`src/rtl/run_ctrl_pkg.sv`:
```
// Shared types and constants for the run controller: FSM states, the
// registered status bundle and the tohost result encoding.
package run_ctrl_pkg;

    typedef enum logic [2:0] {
        ST_HOLD    = 3'd0,
        ST_RUN     = 3'd1,
        ST_PASS    = 3'd2,
        ST_FAIL    = 3'd3,
        ST_TIMEOUT = 3'd4
    } state_t;

    typedef struct packed {
        logic core_reset;
        logic running;
        logic done;
        logic pass;
        logic timeout;
    } status_t;

    // Default monitored word address for test result writes.
    localparam logic [31:0] TOHOST_ADDR_DEF = 32'h0000_1000;

    // Result encoding: exactly 1 means pass; any other odd value means fail
    // with the test number in the upper bits; even values are not results.
    localparam int PASS_VAL = 1;

    function automatic logic is_fail(input logic lsb, input logic is_pass);
        return lsb && !is_pass;
    endfunction

    // Status flags as seen while sitting in state s.
    function automatic status_t decode(input state_t s);
        status_t st;
        st.core_reset = (s != ST_RUN);
        st.running    = (s == ST_RUN);
        st.done       = (s == ST_PASS) || (s == ST_FAIL) || (s == ST_TIMEOUT);
        st.pass       = (s == ST_PASS);
        st.timeout    = (s == ST_TIMEOUT);
        return st;
    endfunction

endpackage

```
`src/rtl/run_ctrl_if.sv`:
```
// Core-side bus: data-memory write port and retire strobe from the core,
// reset back to the core.
interface run_ctrl_if #(
    parameter int XLEN = 32
);
    logic            mem_we;
    logic [XLEN-1:0] mem_addr;
    logic [XLEN-1:0] mem_wdata;
    logic            retire;
    logic            core_reset;

    modport master (output mem_we, mem_addr, mem_wdata, retire, input core_reset);
    modport slave  (input mem_we, mem_addr, mem_wdata, retire, output core_reset);
endinterface

```
`src/rtl/run_ctrl_sat_counter.sv`:
```
// W-bit up counter with synchronous clear and enable; sticks at all-ones.
module sat_counter #(
    parameter int W = 32
) (
    input  logic         clk,
    input  logic         reset,
    input  logic         clr,
    input  logic         en,
    output logic [W-1:0] q
);

    // Clear wins over count; hold once saturated.
    always_ff @(posedge clk or negedge reset) begin
        if (!reset)                 q <= '0;
        else if (clr)               q <= '0;
        else if (en && (q != '1))   q <= q + W'(1);
    end

endmodule

```
`src/rtl/run_ctrl.sv`:
```
// Run controller: holds the core in reset, lets it run, watches the tohost
// word for a pass/fail result and times out after a cycle budget.
module run_ctrl
    import run_ctrl_pkg::*;
#(
    parameter int              XLEN         = 32,
    parameter int              RESET_CYCLES = 4,
    parameter int              MAX_CYCLES   = 1000,
    parameter int              CNT_W        = 32,
    parameter logic [XLEN-1:0] TOHOST_ADDR  = XLEN'(TOHOST_ADDR_DEF)
) (
    input  logic             clk,
    input  logic             reset,
    input  logic             start,
    run_ctrl_if.slave        core,
    output logic             running,
    output logic             done,
    output logic             pass,
    output logic             timeout,
    output logic [XLEN-2:0]  fail_code,
    output logic [CNT_W-1:0] cycle_count,
    output logic [CNT_W-1:0] instret_count
);

    localparam int HW = (RESET_CYCLES > 1) ? $clog2(RESET_CYCLES) : 1;

    state_t  state, nxt;
    status_t stat;
    logic [HW-1:0] hold_cnt;

    logic tohost, res_pass, res_fail, expire, cnt_clr;
    logic [1:0]            cnt_en;
    logic [1:0][CNT_W-1:0] cnt_q;

    assign tohost   = core.mem_we && (core.mem_addr == TOHOST_ADDR);
    assign res_pass = tohost && (core.mem_wdata == XLEN'(PASS_VAL));
    assign res_fail = tohost && is_fail(core.mem_wdata[0], res_pass);
    // Wide compare so a narrow saturating counter never aliases the budget.
    assign expire   = (64'(cnt_q[0]) == 64'(MAX_CYCLES - 1));
    assign cnt_clr  = start && stat.done;
    assign cnt_en   = {(state == ST_RUN) && core.retire, (state == ST_RUN)};

    // [0] counts run cycles, [1] counts retired instructions.
    genvar i;
    for (i = 0; i < 2; i++) begin : g_cnt
        sat_counter #(.W(CNT_W)) u_cnt (
            .clk   (clk),
            .reset (reset),
            .clr   (cnt_clr),
            .en    (cnt_en[i]),
            .q     (cnt_q[i])
        );
    end

    // Next state: a tohost result outranks the timeout in the same cycle.
    always_comb begin
        nxt = state;
        case (state)
            ST_HOLD: if (hold_cnt == HW'(RESET_CYCLES - 1)) nxt = ST_RUN;
            ST_RUN: begin
                if (res_pass)      nxt = ST_PASS;
                else if (res_fail) nxt = ST_FAIL;
                else if (expire)   nxt = ST_TIMEOUT;
            end
            default: if (start) nxt = ST_HOLD;
        endcase
    end

    // State, hold counter, fail code and registered status flags.
    always_ff @(posedge clk or negedge reset) begin
        if (!reset) begin
            state     <= ST_HOLD;
            stat      <= decode(ST_HOLD);
            hold_cnt  <= '0;
            fail_code <= '0;
        end else begin
            state <= nxt;
            stat  <= decode(nxt);
            if (state != ST_HOLD)      hold_cnt <= '0;
            else                       hold_cnt <= hold_cnt + HW'(1);
            if ((state == ST_RUN) && res_fail) fail_code <= core.mem_wdata[XLEN-1:1];
            else if (cnt_clr)                  fail_code <= '0;
        end
    end

    assign core.core_reset = stat.core_reset;
    assign running         = stat.running;
    assign done            = stat.done;
    assign pass            = stat.pass;
    assign timeout         = stat.timeout;
    assign cycle_count     = cnt_q[0];
    assign instret_count   = cnt_q[1];

endmodule

```
`src/flat_wrapper.sv`:
```
// flat-port wrapper written by rule: the top's interface ports become plain ports
module run_ctrl_flat import run_ctrl_pkg::*;
#(
    parameter int              XLEN         = 32,
    parameter int              RESET_CYCLES = 4,
    parameter int              MAX_CYCLES   = 1000,
    parameter int              CNT_W        = 32,
    parameter logic [XLEN-1:0] TOHOST_ADDR  = XLEN'(TOHOST_ADDR_DEF)
)
  (clk, reset, start, running, done, pass, timeout, fail_code, cycle_count, instret_count, core_mem_we, core_mem_addr, core_mem_wdata, core_retire, core_core_reset);
  run_ctrl_if #(.XLEN(XLEN)) core_i ();
  input  logic clk;
  input  logic reset;
  input  logic start;
  output logic running;
  output logic done;
  output logic pass;
  output logic timeout;
  output logic [XLEN-2:0] fail_code;
  output logic [CNT_W-1:0] cycle_count;
  output logic [CNT_W-1:0] instret_count;
  input wire logic [$bits(core_i.mem_we)-1:0] core_mem_we;
  input wire logic [$bits(core_i.mem_addr)-1:0] core_mem_addr;
  input wire logic [$bits(core_i.mem_wdata)-1:0] core_mem_wdata;
  input wire logic [$bits(core_i.retire)-1:0] core_retire;
  output wire logic [$bits(core_i.core_reset)-1:0] core_core_reset;
  assign core_i.mem_we = core_mem_we;
  assign core_i.mem_addr = core_mem_addr;
  assign core_i.mem_wdata = core_mem_wdata;
  assign core_i.retire = core_retire;
  assign core_core_reset = core_i.core_reset;
  run_ctrl #(.XLEN(XLEN), .RESET_CYCLES(RESET_CYCLES), .MAX_CYCLES(MAX_CYCLES), .CNT_W(CNT_W), .TOHOST_ADDR(TOHOST_ADDR)) u_core (.clk(clk), .reset(reset), .start(start), .core(core_i), .running(running), .done(done), .pass(pass), .timeout(timeout), .fail_code(fail_code), .cycle_count(cycle_count), .instret_count(instret_count));
endmodule
```
`config.mk`:
```
export PLATFORM = sky130hd
export DESIGN_NAME = run_ctrl_flat
export DESIGN_NICKNAME = d
export VERILOG_FILES = /design/src/rtl/run_ctrl_pkg.sv /design/src/rtl/run_ctrl_if.sv /design/src/rtl/run_ctrl_sat_counter.sv /design/src/rtl/run_ctrl.sv /design/src/flat_wrapper.sv
export SDC_FILE = /design/constraint.sdc
export NUM_CORES = 1
export LEC_CHECK = 0
export CAP_MARGIN = 20
export CORE_MARGIN = 1
export CORE_UTILIZATION = 50
export CTS_BUF_LIST = sky130_fd_sc_hd__clkbuf_4 sky130_fd_sc_hd__clkbuf_8
export CTS_CLUSTER_SIZE = 28
export DETAILED_ROUTE_END_ITERATION = 12
export MAX_ROUTING_LAYER = met4
export PLACE_DENSITY = 0.84
export SYNTH_ARGS = -nofsm -noshare
export SYNTH_HDL_FRONTEND = slang
export SYNTH_SLANG_ARGS = --single-unit
```
`constraint.sdc`:
```
create_clock -name clk -period 6.91 [get_ports clk]
set_input_delay 1.7275 -clock clk [delete_from_list [all_inputs] [get_ports clk]]
set_output_delay 1.7275 -clock clk [all_outputs]
set_load 0.01 [all_outputs]
```
==> run_results.csv <==
group,metric,value,unit
outcome,outcome,"finished clean",
yosys,synth_area_leader_cell,"dfrtp_1",
worst_setup_path,critPathCaptureType,"flip-flop",
yosys,synth_area,5190,um^2
clock_network,cts_tree,"done",
worst_setup_path,path_cells,"clkdlybuf4s50_1, nor4bb_1, nand4_1, or3_1, a211oi_4, buf_4, o21ai_0",
yosys,synth-edff-count,0,
worst_setup_path,cp_slowest_cell,"a211oi_4",
yosys,seq_area_frac_synth,50.6,%
grt,grtUsageTotal,26.6,%
grt,grt_pass1_vias,4647,
die,io_pins,169,
clock_network,cts_buffers,9,
sta,rsz0062_at_grt,"no",
cells_and_area,syn2layout_area_growth,38.5,%
yosys,yosys.cell_types.count,47,
routing,drtIter0Drc,337,
routing,drt_pass1_iterations,5,
min_path,min_path_type,"reg -> reg",
sta,max_freq,239,MHz
die,start_util,52.4,%
die,fp.dieW,104,um
yosys,ys_ff_latch,105,
die,core,9910,um^2
placement,port_buffers,168,
sta,hold_viol,0,
clock_network,ctsResizeCount,0,
clock_network,hold_buffers,0,
clock_network,clk_pin_slew,0.10,ns
routing,via_per_inst,5.57,
cells_and_area,drive_gt1_share,5.23,%
grt,grt_pass1_wl,22.5,mm
grt,grt_overflow,0,
sta,tightest_slew,0.835,ns
clock_network,cts_buffer_depth,2,
yosys,syn_area_per_cell,9.27,um^2
sta,hold_slack,0.452,ns
worst_setup_path,worstSetupStartpointType,"input port",
routing,drc,0,
clock_network,clock_latency,0.37,ns
worst_setup_path,path_class,"in -> reg",
yosys,yosys_warnings,0,
cells_and_area,final_common_cell,"clkdlybuf4s50_1",
cells_and_area,post-route-util,72.6,%
worst_setup_path,worst-path-max-fanout,38,
die,die_area,10800,um^2
yosys,yosysTopAreaCellShare,50.1,%
yosys,async_flop_share,100,%
cells_and_area,seqCellArea,2630,um^2
sta,setup_violations,0,
clock_network,cts_setup_buffers,0,
yosys,ys.flop_type,"dfrtp_1",
worst_setup_path,arrival,4.42,ns
routing,wl_per_cell,15.9,um
routing,wirelength,13.7,mm
die,die_h,104,um
clock_network,cts_root_buf,"clkbuf_8",
placement,globalplace.congestion,0.850,
sta,skew,0.0172,ns
yosys,yosys-top-cells-area,"dfrtp_1 (50%), nand2_1 (7.0%), xnor2_1 (6.1%)",
grt,antenna_found_initial,0,
cells_and_area,antenna_cells,0,
sta,drv_slew,0,
sta,tns,0,ns
cells_and_area,nets,793,
clock_network,htreeDepth,3,
routing,ant_nets,0,
cells_and_area,multi_input_area,2440,um^2
grt,grt_max_degree,64,
clock_network,cts.sinks,105,
job,cap_violations,0,
placement,post-dp-hpwl,10.1,mm
sta,fin_crit_sh,60.6,%
cells_and_area,final_cell_mix,"clkdlybuf4s50_1 (167), dfrtp_1 (104), nand2_1 (97), nor2_1 (69), o21ai_0 (40)",
yosys,synthCells,560,
sta,slew_headroom,44.0,%
worst_setup_path,ff2ff_setup_slack,4.13,ns
sta,finalCriticalPeriod,4.19,ns
yosys,syn-num-nets,632,
worst_setup_path,max_stage_delay,0.69,ns
worst_setup_path,cp.required,7.15,ns
cells_and_area,final.fill_count,718,
die,num_rows,36,
routing,vias,4784,
[worst max-delay path: cells and delay by family]
| family | cells | cell delay (ns) |
|---|---|---|
| buffers and inverters | 2 | 0.95 |
| and+or+nand+nor | 3 | 0.88 |
| AOI/OAI and AO/OA | 2 | 0.86 |
[cells in the mapped netlist, types with 4 or more instances]
library cell	count
clkbuf_1	17
nor4_1	26
and2_1	4
xnor2_1	36
nand4_1	18
nor3b_1	5
nor3_1	21
nor2_1	69
a21oi_1	8
buf_2	4
or3_1	12
nand3_1	19
nand2_1	97
xor2_1	16
nor4b_1	4
dfrtp_1	104
and4_1	7
inv_1	7
or4_1	4
o21ai_0	40
and3_1	5
[routing by layer]
metal  global-route usage [%]  wire [um]
met2                     43.9       7060
met4                     8.67        216
met5                        -          0
met3                     5.45        813
met1                     33.0       5570
[final timing paths]
check / startpoint / end / cells after the start
max in group asynchronous: reset / u_core.g_cnt[0].u_cnt.q[30] / 2
max reg2reg: u_core.state[1] / u_core.g_cnt[1].u_cnt.q[23] / 6
min in group asynchronous: reset / u_core.g_cnt[1].u_cnt.q[21] / 1
min reg2reg: u_core.hold_cnt[0] / u_core.hold_cnt[0] / 1
max: core_mem_wdata[0] / u_core.fail_code[18] / 7
min: u_core.hold_cnt[0] / u_core.hold_cnt[0] / 1
[through the flow]
stage | instances | worst slack [ns] | cell area [um^2]
after detailed placement | 842 | 2.35 | 6970
after global routing | 859 | 2.54 | 7190
final | 859 | 2.72 | 7190
after floorplan | 560 | 3.35 | 5190
after global placement | 842 | 2.48 | 6970
after CTS | 858 | 2.76 | 7170
[state kept, by name, summed over array words and instances (netlist names)]
signal	cells
u_core.hold_cnt	2
u_core.done	1
u_core.running	1
u_core.state	3
u_core.timeout	1
u_core.core.core_reset	1
u_core.g_cnt.u_cnt.q	64
u_core.pass	1
u_core.fail_code	31
[cell type report]
cell class / count / share of cell area, %
repair buffers: 173 / 24.0
well taps: 133 / 2.31
flip-flops and latches: 105 / 36.6
inverters: 7 / 0.365
clock buffers: 11 / 1.93
multi-input cells: 425 / 34.0
clock inverters: 5 / 0.818
[cells by family (layout without fill, tap and decap cells)]
| logic type | after synthesis | after routing | share of synthesized area, % |
|---|---|---|---|
| AO/OA/AOI/OAI | 60 | 60 | 6.58 |
| adder cells (fa/ha/maj) | 3 | 3 | 0.723 |
| buffers and inverters | 30 | 196 | 2.48 |
| XOR/XNOR | 52 | 52 | 8.77 |
| flip-flops | 105 | 105 | 50.6 |
| AND/OR/NAND/NOR | 310 | 310 | 30.8 |
Power is left out: the tool's default activity adds up to more than one toggle a clock period on the data nets, which glitch-free logic cannot reach.
